$ cat src/rtl/if_pkg.sv
// Shared constants and types for the MIPS instruction-fetch stage.
package if_pkg;

  // Instruction loaded into IF/ID whenever it carries no real instruction.
  localparam logic [31:0] NOP_INSN = 32'h0000_0000;

  // Default first fetch address after reset.
  localparam logic [31:0] RESET_PC_DEF = 32'h0040_0000;

  // Sequential PC step (one 32-bit word).
  localparam int unsigned PC_INC = 4;

  // FETCH: normal operation.
  // DRAIN: a redirect arrived while a fetch was outstanding; the returning word is dropped.
  typedef enum logic {
    FETCH = 1'b0,
    DRAIN = 1'b1
  } if_state_e;

endpackage

$ cat src/rtl/if_stage_if.sv
// Instruction-memory request/ready handshake between the fetch stage and imem.
interface if_stage_if #(
  parameter int ADDR_W = 32,
  parameter int INSN_W = 32
);

  logic              req;
  logic [ADDR_W-1:0] addr;
  logic              ready;
  logic [INSN_W-1:0] rdata;

  // Fetch stage side.
  modport master (output req, output addr, input ready, input rdata);

  // Memory side.
  modport slave (input req, input addr, output ready, output rdata);

endinterface

$ cat src/rtl/if_skid_buf.sv
// One-entry buffer holding a fetched {pc, instr} pair while IF/ID cannot accept it.
module if_skid_buf
  import if_pkg::*;
#(
  parameter int ADDR_W = 32,
  parameter int INSN_W = 32
) (
  input  logic              clk,
  input  logic              reset,
  input  logic              push_i,
  input  logic              pop_i,
  input  logic              clear_i,
  input  logic [ADDR_W-1:0] pc_i,
  input  logic [INSN_W-1:0] instr_i,
  output logic              valid_o,
  output logic [ADDR_W-1:0] pc_o,
  output logic [INSN_W-1:0] instr_o
);

  logic              valid_q, valid_d;
  logic [ADDR_W-1:0] pc_q, pc_d;
  logic [INSN_W-1:0] instr_q, instr_d;

  // Next entry: clear beats push, a same-cycle push refills a popped entry.
  always_comb begin
    valid_d = valid_q;
    pc_d    = pc_q;
    instr_d = instr_q;
    if (clear_i) begin
      valid_d = 1'b0;
    end else if (push_i) begin
      valid_d = 1'b1;
      pc_d    = pc_i;
      instr_d = instr_i;
    end else if (pop_i) begin
      valid_d = 1'b0;
    end
  end

  // Entry registers, cleared asynchronously.
  always_ff @(posedge clk or negedge reset) begin
    if (!reset) begin
      valid_q <= 1'b0;
      pc_q    <= '0;
      instr_q <= INSN_W'(NOP_INSN);
    end else begin
      valid_q <= valid_d;
      pc_q    <= pc_d;
      instr_q <= instr_d;
    end
  end

  assign valid_o = valid_q;
  assign pc_o    = pc_q;
  assign instr_o = instr_q;

endmodule

$ cat src/rtl/if_stage.sv
// MIPS fetch stage: PC, imem handshake, skid buffer and IF/ID register.
module if_stage
  import if_pkg::*;
#(
  parameter int                ADDR_W   = 32,
  parameter int                INSN_W   = 32,
  parameter logic [ADDR_W-1:0] RESET_PC = ADDR_W'(RESET_PC_DEF)
) (
  input  logic              clk,
  input  logic              reset,
  input  logic              i_pc_keep,
  input  logic              i_IF_ID_keep,
  input  logic              i_IF_ID_flush,
  input  logic              i_redirect,
  input  logic [ADDR_W-1:0] i_redirect_pc,
  if_stage_if.master        imem,
  output logic              o_IF_ID_valid,
  output logic [ADDR_W-1:0] o_IF_ID_pc,
  output logic [ADDR_W-1:0] o_IF_ID_pc4,
  output logic [INSN_W-1:0] o_IF_ID_instr,
  output logic              o_fetch_stall
);

  if_state_e         state_q, state_d;
  logic [ADDR_W-1:0] pc_q, pc_d;
  logic [ADDR_W-1:0] pend_q, pend_d;
  logic              in_flight_q, in_flight_d;

  logic              ifid_valid_q, ifid_valid_d;
  logic [ADDR_W-1:0] ifid_pc_q, ifid_pc_d;
  logic [ADDR_W-1:0] ifid_pc4_q, ifid_pc4_d;
  logic [INSN_W-1:0] ifid_instr_q, ifid_instr_d;

  logic              skid_valid;
  logic [ADDR_W-1:0] skid_pc;
  logic [INSN_W-1:0] skid_instr;

  logic req, outstanding, accept, loadable, fresh_to_ifid;
  logic skid_push, skid_pop, skid_clear;

  // Request is masked while reset is low so nothing is issued before release.
  assign req = reset && (state_q == FETCH) &&
               (in_flight_q || (!skid_valid && !i_pc_keep));
  // A request seen by memory but not answered this cycle.
  assign outstanding   = req && !imem.ready;
  assign accept        = (state_q == FETCH) && req && imem.ready && !i_redirect;
  assign loadable      = !i_IF_ID_keep || i_IF_ID_flush;
  assign fresh_to_ifid = accept && loadable && !skid_valid;
  assign skid_push     = accept && !fresh_to_ifid;
  assign skid_pop      = !i_IF_ID_flush && !i_IF_ID_keep && skid_valid && !i_redirect;
  assign skid_clear    = i_redirect;

  if_skid_buf #(
    .ADDR_W(ADDR_W),
    .INSN_W(INSN_W)
  ) u_skid (
    .clk    (clk),
    .reset  (reset),
    .push_i (skid_push),
    .pop_i  (skid_pop),
    .clear_i(skid_clear),
    .pc_i   (pc_q),
    .instr_i(imem.rdata),
    .valid_o(skid_valid),
    .pc_o   (skid_pc),
    .instr_o(skid_instr)
  );

  // PC / redirect FSM: redirects on an unanswered request are parked until the word returns.
  always_comb begin
    state_d     = state_q;
    pc_d        = pc_q;
    pend_d      = pend_q;
    in_flight_d = in_flight_q;
    case (state_q)
      FETCH: begin
        in_flight_d = outstanding;
        if (i_redirect) begin
          if (outstanding) begin
            pend_d  = i_redirect_pc;
            state_d = DRAIN;
          end else begin
            pc_d = i_redirect_pc;
          end
        end else if (accept) begin
          pc_d = pc_q + ADDR_W'(PC_INC);
        end
      end
      DRAIN: begin
        in_flight_d = !imem.ready;
        if (i_redirect) pend_d = i_redirect_pc;
        if (imem.ready) begin
          pc_d    = i_redirect ? i_redirect_pc : pend_q;
          state_d = FETCH;
        end
      end
      default: state_d = FETCH;
    endcase
  end

  // IF/ID next value: flush > keep > skid entry > fresh word > bubble.
  always_comb begin
    ifid_valid_d = ifid_valid_q;
    ifid_pc_d    = ifid_pc_q;
    ifid_pc4_d   = ifid_pc4_q;
    ifid_instr_d = ifid_instr_q;
    if (i_IF_ID_flush) begin
      ifid_valid_d = 1'b0;
      ifid_instr_d = INSN_W'(NOP_INSN);
    end else if (i_IF_ID_keep) begin
      ifid_valid_d = ifid_valid_q;
    end else if (skid_valid && !i_redirect) begin
      ifid_valid_d = 1'b1;
      ifid_pc_d    = skid_pc;
      ifid_pc4_d   = skid_pc + ADDR_W'(PC_INC);
      ifid_instr_d = skid_instr;
    end else if (accept) begin
      ifid_valid_d = 1'b1;
      ifid_pc_d    = pc_q;
      ifid_pc4_d   = pc_q + ADDR_W'(PC_INC);
      ifid_instr_d = imem.rdata;
    end else begin
      ifid_valid_d = 1'b0;
      ifid_instr_d = INSN_W'(NOP_INSN);
    end
  end

  // Control state registers.
  always_ff @(posedge clk or negedge reset) begin
    if (!reset) begin
      state_q     <= FETCH;
      pc_q        <= RESET_PC;
      pend_q      <= '0;
      in_flight_q <= 1'b0;
    end else begin
      state_q     <= state_d;
      pc_q        <= pc_d;
      pend_q      <= pend_d;
      in_flight_q <= in_flight_d;
    end
  end

  // IF/ID pipeline register.
  always_ff @(posedge clk or negedge reset) begin
    if (!reset) begin
      ifid_valid_q <= 1'b0;
      ifid_pc_q    <= '0;
      ifid_pc4_q   <= '0;
      ifid_instr_q <= INSN_W'(NOP_INSN);
    end else begin
      ifid_valid_q <= ifid_valid_d;
      ifid_pc_q    <= ifid_pc_d;
      ifid_pc4_q   <= ifid_pc4_d;
      ifid_instr_q <= ifid_instr_d;
    end
  end

  assign imem.req      = req;
  assign imem.addr     = pc_q;
  assign o_fetch_stall = outstanding;
  assign o_IF_ID_valid = ifid_valid_q;
  assign o_IF_ID_pc    = ifid_pc_q;
  assign o_IF_ID_pc4   = ifid_pc4_q;
  assign o_IF_ID_instr = ifid_instr_q;

endmodule

$ cat src/flat_wrapper.sv
// flat-port wrapper written by rule: the top's interface ports become plain ports
module if_stage_flat import if_pkg::*;
#(
  parameter int                ADDR_W   = 32,
  parameter int                INSN_W   = 32,
  parameter logic [ADDR_W-1:0] RESET_PC = ADDR_W'(RESET_PC_DEF)
)
  (clk, reset, i_pc_keep, i_IF_ID_keep, i_IF_ID_flush, i_redirect, i_redirect_pc, o_IF_ID_valid, o_IF_ID_pc, o_IF_ID_pc4, o_IF_ID_instr, o_fetch_stall, imem_req, imem_addr, imem_ready, imem_rdata);
  if_stage_if #(.ADDR_W(ADDR_W), .INSN_W(INSN_W)) imem_i ();
  input  logic clk;
  input  logic reset;
  input  logic i_pc_keep;
  input  logic i_IF_ID_keep;
  input  logic i_IF_ID_flush;
  input  logic i_redirect;
  input  logic [ADDR_W-1:0] i_redirect_pc;
  output logic o_IF_ID_valid;
  output logic [ADDR_W-1:0] o_IF_ID_pc;
  output logic [ADDR_W-1:0] o_IF_ID_pc4;
  output logic [INSN_W-1:0] o_IF_ID_instr;
  output logic o_fetch_stall;
  output wire logic [$bits(imem_i.req)-1:0] imem_req;
  output wire logic [$bits(imem_i.addr)-1:0] imem_addr;
  input wire logic [$bits(imem_i.ready)-1:0] imem_ready;
  input wire logic [$bits(imem_i.rdata)-1:0] imem_rdata;
  assign imem_req = imem_i.req;
  assign imem_addr = imem_i.addr;
  assign imem_i.ready = imem_ready;
  assign imem_i.rdata = imem_rdata;
  if_stage #(.ADDR_W(ADDR_W), .INSN_W(INSN_W), .RESET_PC(RESET_PC)) u_core (.clk(clk), .reset(reset), .i_pc_keep(i_pc_keep), .i_IF_ID_keep(i_IF_ID_keep), .i_IF_ID_flush(i_IF_ID_flush), .i_redirect(i_redirect), .i_redirect_pc(i_redirect_pc), .imem(imem_i), .o_IF_ID_valid(o_IF_ID_valid), .o_IF_ID_pc(o_IF_ID_pc), .o_IF_ID_pc4(o_IF_ID_pc4), .o_IF_ID_instr(o_IF_ID_instr), .o_fetch_stall(o_fetch_stall));
endmodule
$ cat config.mk
export PLATFORM = sky130hd
export DESIGN_NAME = if_stage_flat
export DESIGN_NICKNAME = d
export VERILOG_FILES = /design/src/rtl/if_pkg.sv /design/src/rtl/if_stage_if.sv /design/src/rtl/if_skid_buf.sv /design/src/rtl/if_stage.sv /design/src/flat_wrapper.sv
export SDC_FILE = /design/constraint.sdc
export NUM_CORES = 1
export LEC_CHECK = 0
export CAP_MARGIN = 10
export CORE_ASPECT_RATIO = 1.25
export CORE_MARGIN = 3
export CORE_UTILIZATION = 34
export DETAILED_ROUTE_END_ITERATION = 8
export HOLD_SLACK_MARGIN = 0.05
export SYNTH_ARGS = -nofsm -noshare
export SYNTH_HDL_FRONTEND = slang
export SYNTH_HIERARCHICAL = 1
export SYNTH_SLANG_ARGS = --single-unit
$ cat constraint.sdc
create_clock -name clk -period 2.6 [get_ports clk]
set_input_delay 0.52 -clock clk [delete_from_list [all_inputs] [get_ports clk]]
set_output_delay 0.52 -clock clk [all_outputs]
set_load 0.01 [all_outputs]
==> results of run 1 <==
[cells in the final DEF (no fill, tap or decap), types with 7 or more instances in the layout]
master and instances:
nor2_1 73, xnor2_1 17, mux2_2 38, o31a_1 9, nand4_1 16, xor2_1 16
o21ai_0 37, buf_4 48, mux2_4 60, nand3_1 23, nand2_1 192, mux2i_1 9
a31oi_1 48, nor3b_1 7, o21ai_1 23, clkinv_2 7, clkbuf_16 25, inv_1 13
nor3_1 27, a21oi_1 35, nor4_1 10, buf_12 13, clkdlybuf4s50_1 199, a22oi_1 38
dfrtp_1 224, o22ai_1 8, and4_1 11, o31ai_1 8
[critical path: cells and delay by family (launching register included)]
kind | cells | cell delay [ns]
flops | 1 | 0.48
simple gates | 2 | 0.28
buf+inv | 1 | 0.57
compound gates | 1 | 0.15
[area by class of cell]
cell class | instances | area, µm²
diodes | 1 | 2.50
clock buffers | 31 | 678
multi-input cells | 807 | 5530
clock inverters | 14 | 200
repair buffers | 263 | 2640
inverters | 14 | 52.6
fillers | 3212 | 18500
flip-flops and latches | 226 | 5660
well taps | 423 | 529
[per-layer routing]
metal	vias to the layer above	track usage	wire length, µm
met2	316	0.313	16500
met5	-	0	41
met4	6	0.0694	1290
li1	4491	-	-
met3	69	0.0385	2440
met1	4601	0.253	14900
[Yosys cell counts (17+ instances only)]
library cell,number,area [µm²]
nand3_1,23,115
o21ai_1,23,115
mux2_4,60,901
a22oi_1,38,285
a21oi_1,35,175
nor2_1,74,278
xnor2_1,17,149
mux2_2,38,428
nor3_1,27,135
clkbuf_1,40,150
nand2_1,193,724
o21ai_0,37,185
buf_2,29,145
a31oi_1,48,300
dfrtp_1,225,5630
[worst paths after layout]
path,end,slack [ns],cells past startpoint
setup / recovery,o_fetch_stall,0.09,4
hold / removal,u_core/pend_q[12]$_DFFE_PN0P_,0.13,2
setup reg to reg,u_core/imem.addr[24]$_DFFE_PN0P_,0.27,6
hold reg to reg,u_core/o_IF_ID_pc4[9]$_DFFE_PN0P_,0.48,2
max in group asynchronous,u_core/o_IF_ID_pc[25]$_DFFE_PN0P_,1.67,2
min in group clk,u_core/state_q$_DFF_PN0_,0.29,3
[what timing repair did]
action | CTS | global route
hold buffers | 1 | 0
resized for setup | 0 | 1
endpoints found under the setup margin | 0 | 1
hold endpoints to repair | 2 | 0
setup buffers | 0 | 0
[registers in the layout, indices dropped and copies added (netlist names)]
| name | cells |
|---|---|
| u_core/state_q | 1 |
| u_core/u_skid/instr_o | 32 |
| u_core/pend_q | 32 |
| u_core/o_IF_ID_pc | 32 |
| u_core/o_IF_ID_pc4 | 30 |
| u_core/u_skid/pc_o | 32 |
| u_core/o_IF_ID_valid | 1 |
| u_core/in_flight_q | 1 |
| u_core/o_IF_ID_instr | 32 |
| u_core/u_skid/valid_o | 1 |
| u_core/imem.addr | 32 |
[power breakdown]
group	total, mW	switching (mW)	internal, mW
clock	3.82	1.47	2.34
sequential	4.95	0.687	4.26
combinational	3.14	1.38	1.76
total	11.9	3.54	8.36
[cells by family (layout without fill, tap and decap cells)]
kind of cell             count (synthesis)  count (layout)  synth area share
AND/OR/NAND/NOR                        407             407             0.176
AO/OA/AOI/OAI                          257             257             0.144
flip-flops                             226             226             0.484
multiplexers                           108             108             0.122
buffers and inverters                  102             322            0.0475
XOR/XNOR                                33              33            0.0247
adder cells (fa/ha/maj)                  2               2           0.00214
other                                    0               1                 0
[metrics by stage]
stage | setup WS [ns] | hold WS [ns] | total power, mW | cells
CTS | 0.00514 | 0.213 | 12.0 | 1778
finish | 0.0869 | 0.129 | 11.9 | 1779
global placement | 0.0779 | 0.313 | 8.11 | 1732
floorplan | 0.439 | 0.224 | 6.44 | 1135
global route | 0.0102 | 0.263 | 12.5 | 1779
detailed placement | 0.0459 | 0.313 | 8.18 | 1732
==> metrics.cfg, run 1 <==
[placed_design]
place_hpwl_um = 24700
place_area_um2 = 14400
numPortBuffers = 201
gp_congestion = 0.868

[synth]
synth.lib_cells_used.distinct = 74
synth_fp_nets = 1208
synth_area_per_cell_um2 = 10.3
yosys_warnings = 6
seq_area_frac_synth = 0.484
synth_area_um2 = 11700
synthCells = 1135
synthFlopType = dfrtp_1
synthArstFlopShare = 1.00
ys_ff_latch = 226
synth_edf_count = 0

[layout]
design_area_um2 = 15300
postLayoutCoreUtil = 0.453
nets = 1410
layout-drive-gt1-share = 0.175
area_growth_pct = 30.7

[grt]
grt_pass1_vias = 9558
grt_max_degree = 149
grt_use_total = 0.191
grt_remaining_overflow = 0
antenna_found_initial = 4
grt_first_pass_wirelength_um = 55700

[run]
maxCapViolCount = 0

[route]
drt_iter0_markers = 634
vias = 9483
drtAntennaViolNets = 0
drt-total-wl_um = 35200
route.detailed.drc = 0
routedWlPerCell_um = 19.8
drt-pass1-iter-count = 5
routed_via_density = 5.33

[worst_setup_path]
critPathArrivalTime_ns = 1.99
critPathLaunch = u_core/u_skid/valid_o$_DFFE_PN0P_
r2r_start = u_core/imem.addr[3]$_DFFE_PN0P_
path_class = register to output pin
required_ns = 2.08
cp_max_fo = 6
cpMaxStageDelayCell = clkdlybuf4s50_1
end_kind = output pin
critPathLaunchType = register
path_cells = o21bai_2 -> nand2_1 -> nor3_1 -> clkdlybuf4s50_1
cpPeakStageDelay_ns = 0.57

[min_path]
hold_path.class = input port to async pin

[clocking]
cts-root-buf = clkbuf_16
cts_max_level = 1
clockBufferDepth = 3
cts_tree = done
clk_latency_ns = 0.53
numCtsBuffers = 25
cts_sinks = 226
path_clk_slew_ns = 0.06

[timing]
fmax_mhz = 398
hold_violations = 0
finalClockSkew_ns = 0.00977
grt_setup_unrepaired = no
worstMarginPinSlew_ns = 0.991
drv_slew = 0
setup_viol = 0
finalCriticalPeriod_ns = 2.51
relSlewSlack = 0.339
final.setup.tns_ns = 0
fin_crit_sh = 0.967

[floorplanning]
initial_utilization = 0.346
die_x_um = 172
io_pins = 202
core_um2 = 33800
dieArea_um2 = 36700
num_rows = 75
dieHeight_um = 213

[power]
leakagePower_nw = 6.45
irDropWorstVdd_mv = 0.463
powerDensity_nw_per_um2 = 778

[outcome]
status = complete, no violations

Note: power is estimated with default switching activity, not from simulation.
==> inputs of run 2 (changes only) <==
--- a/config.mk
+++ b/config.mk
@@ -8,9 +8,10 @@
 export CAP_MARGIN = 10
 export CORE_ASPECT_RATIO = 1.25
 export CORE_MARGIN = 3
-export CORE_UTILIZATION = 34
+export CORE_UTILIZATION = 39
 export DETAILED_ROUTE_END_ITERATION = 8
 export HOLD_SLACK_MARGIN = 0.05
+export SETUP_SLACK_MARGIN = 0.3
 export SYNTH_ARGS = -nofsm -noshare
 export SYNTH_HDL_FRONTEND = slang
 export SYNTH_HIERARCHICAL = 1
==> metrics.cfg, run 2 (synthesis gave the netlist of run 1 again) <==
[worst_setup_path]
r2r_start = u_core/state_q$_DFF_PN0_
cpPeakStageDelay_ns = 0.67
worst_r2r_path_depth = 4
cpMaxStageDelayCell = clkdlybuf4s50_1
r2r_end = u_core/imem.addr[19]$_DFFE_PN0P_
cp_num_buf_inv = 1
path_cells = clkdlybuf4s50_1
ff2ff_setup_slack_ns = 0.41
critPathArrivalTime_ns = 1.72
path_class = register to output pin
cp_max_fo = 7
path_delay_family = buffers and inverters
end_kind = output pin
critPathLaunchType = register
required_ns = 2.08

[run]
maxCapViolCount = 0

[floorplanning]
initial_utilization = 0.398
num_rows = 70
core_um2 = 29400
dieHeight_um = 200
dieArea_um2 = 32100
die_x_um = 161
io_pins = 202

[layout]
mostFrequentLayoutCells = dfrtp_1, clkdlybuf4s50_1, nand2_1, nor2_1, mux2_4
mostFrequentLayoutCell = dfrtp_1
layout-drive-gt1-share = 0.182
antenna_cells_inserted = 0
nFillCells = 2762
stdcell_count = 1751
nets = 1413
area_growth_pct = 30.1

[route]
vias = 9463
drtAntennaViolNets = 0
maxUsedRoutingLayer = met5
drt_iter0_markers = 666
drt-total-wl_um = 34400
met1_length_um = 14800
drt-pass1-iter-count = 5
routedWlPerCell_um = 19.6
routed_via_density = 5.40
route.detailed.drc = 0
met2_length_um = 16600
wl_met3_um = 2180

[grt]
grt_first_pass_wirelength_um = 54500
grt_use_total = 0.211
grt_pass1_vias = 9451
grt_remaining_overflow = 0
antenna_found_initial = 4
grt_max_degree = 145

[timing]
relSlewSlack = 0.173
worstMarginPinSlew_ns = 1.24
finalCriticalPeriod_ns = 2.24
fin_crit_sh = 0.860
drv_slew = 0
finalClockSkew_ns = 0.0122
final.setup.tns_ns = 0
hold_violations = 0
setup_viol = 0
fmax_mhz = 447
grt_setup_unrepaired = no

[power]
p_clk_frac = 0.305
p_comb_frac = 0.266
irDropWorstVdd_mv = 0.422
leakagePower_nw = 6.43
sw_frac_of_total = 0.301
internal_power_mw = 8.07
powerDensity_nw_per_um2 = 759
power.share.sequential = 0.429
switchingPower_mw = 3.48

[outcome]
status = complete, no violations

[placed_design]
numPortBuffers = 201
post-place-cells = 1703
gp_congestion = 0.866
place_hpwl_um = 23900

[clocking]
clockBufferDepth = 3
cts-root-buf = clkbuf_16
cts_sinks = 226
path_clk_slew_ns = 0.07
clk_latency_ns = 0.52
cts_max_level = 1
cts_tree = done
numCtsBuffers = 25

[min_path]
hold_path.class = input port to async pin

==> run 2: cell types whose count changed in the layout (fill, tap and decap cells not counted), moves of 2 or more <==
cell,delta
dfrtp_1,-4
bufinv_16,-3
buf_12,-2
clkdlybuf4s50_1,-3
clkinvlp_4,+3
buf_4,+5
clkbuf_1,-2
dlygate4sd2_1,+2
dfrtp_2,+4
clkinv_2,-3
==> run 2: power groups by stage <==
stage                     clock network (mW)  registers, mW  logic [mW]
after detailed placement                   0           5.02        3.09
final                                   3.52           4.96        3.07
after CTS                               3.62           4.96        3.10
after floorplan                            0           5.03        1.42
after global placement                     0           5.00        3.04
after global routing                    3.77           5.08        3.34
==> run 2: what timing repair did <==
item,CTS,global route
gates cloned,0,0
buffers inserted,1,3
gates resized for setup,10,6
pin swaps,0,1
hold endpoints to repair,25,0
hold buffers,2,0
setup endpoints to repair,8,13
==> run 2: area by class of cell <==
cell class	instances	area (µm²)	area share
clock buffer	30	684	0.0450
clock inverter	12	126	0.00830
inverter	14	52.6	0.00345
multi-input combinational	807	5560	0.365
sequential	226	5660	0.372
tap	396	495	0.0326
timing repair buffer	266	2640	0.173
==> run 2: worst max path at each step <==
stage | startpoint | to | cells past startpoint | slack [ns]
floorplan | i_IF_ID_keep | u_core/u_skid/instr_o[0]$_DFFE_PN0P_ | 9 | 0.44
global placement | i_pc_keep | u_core/imem.addr[7]$_DFFE_PN0P_ | 7 | 0.01
detailed placement | i_pc_keep | u_core/imem.addr[6]$_DFFE_PN0P_ | 7 | -0.006
CTS | u_core/imem.addr[3]$_DFFE_PN0P_ | u_core/o_IF_ID_pc4[24]$_DFFE_PN0P_ | 6 | 0.30
global route | i_pc_keep | o_fetch_stall | 5 | 0.31
finish | u_core/imem.addr[12]$_DFFE_PN0P_ | imem_addr[12] | 1 | 0.36
==> run 2: metal layers <==
layer  up-vias  global-route usage
li1       4483                   -
met1      4646               0.276
met2       271               0.361
met3        55              0.0442
met4         8              0.0500
met5         -                   0
==> run 2: stage by stage <==
stage	power (mW)	setup slack [ns]	util	cell area [µm²]	hold WS [ns]
2_1_floorplan	6.44	0.439	-	11700	0.224
3_3_place_gp	8.03	0.0126	0.486	14300	0.391
3_5_place_dp	8.10	-0.00557	0.486	14300	0.392
4_1_cts	11.7	0.303	0.516	15200	0.229
5_1_grt	12.2	0.308	0.517	15200	0.266
6_report	11.6	0.364	0.517	15200	0.198
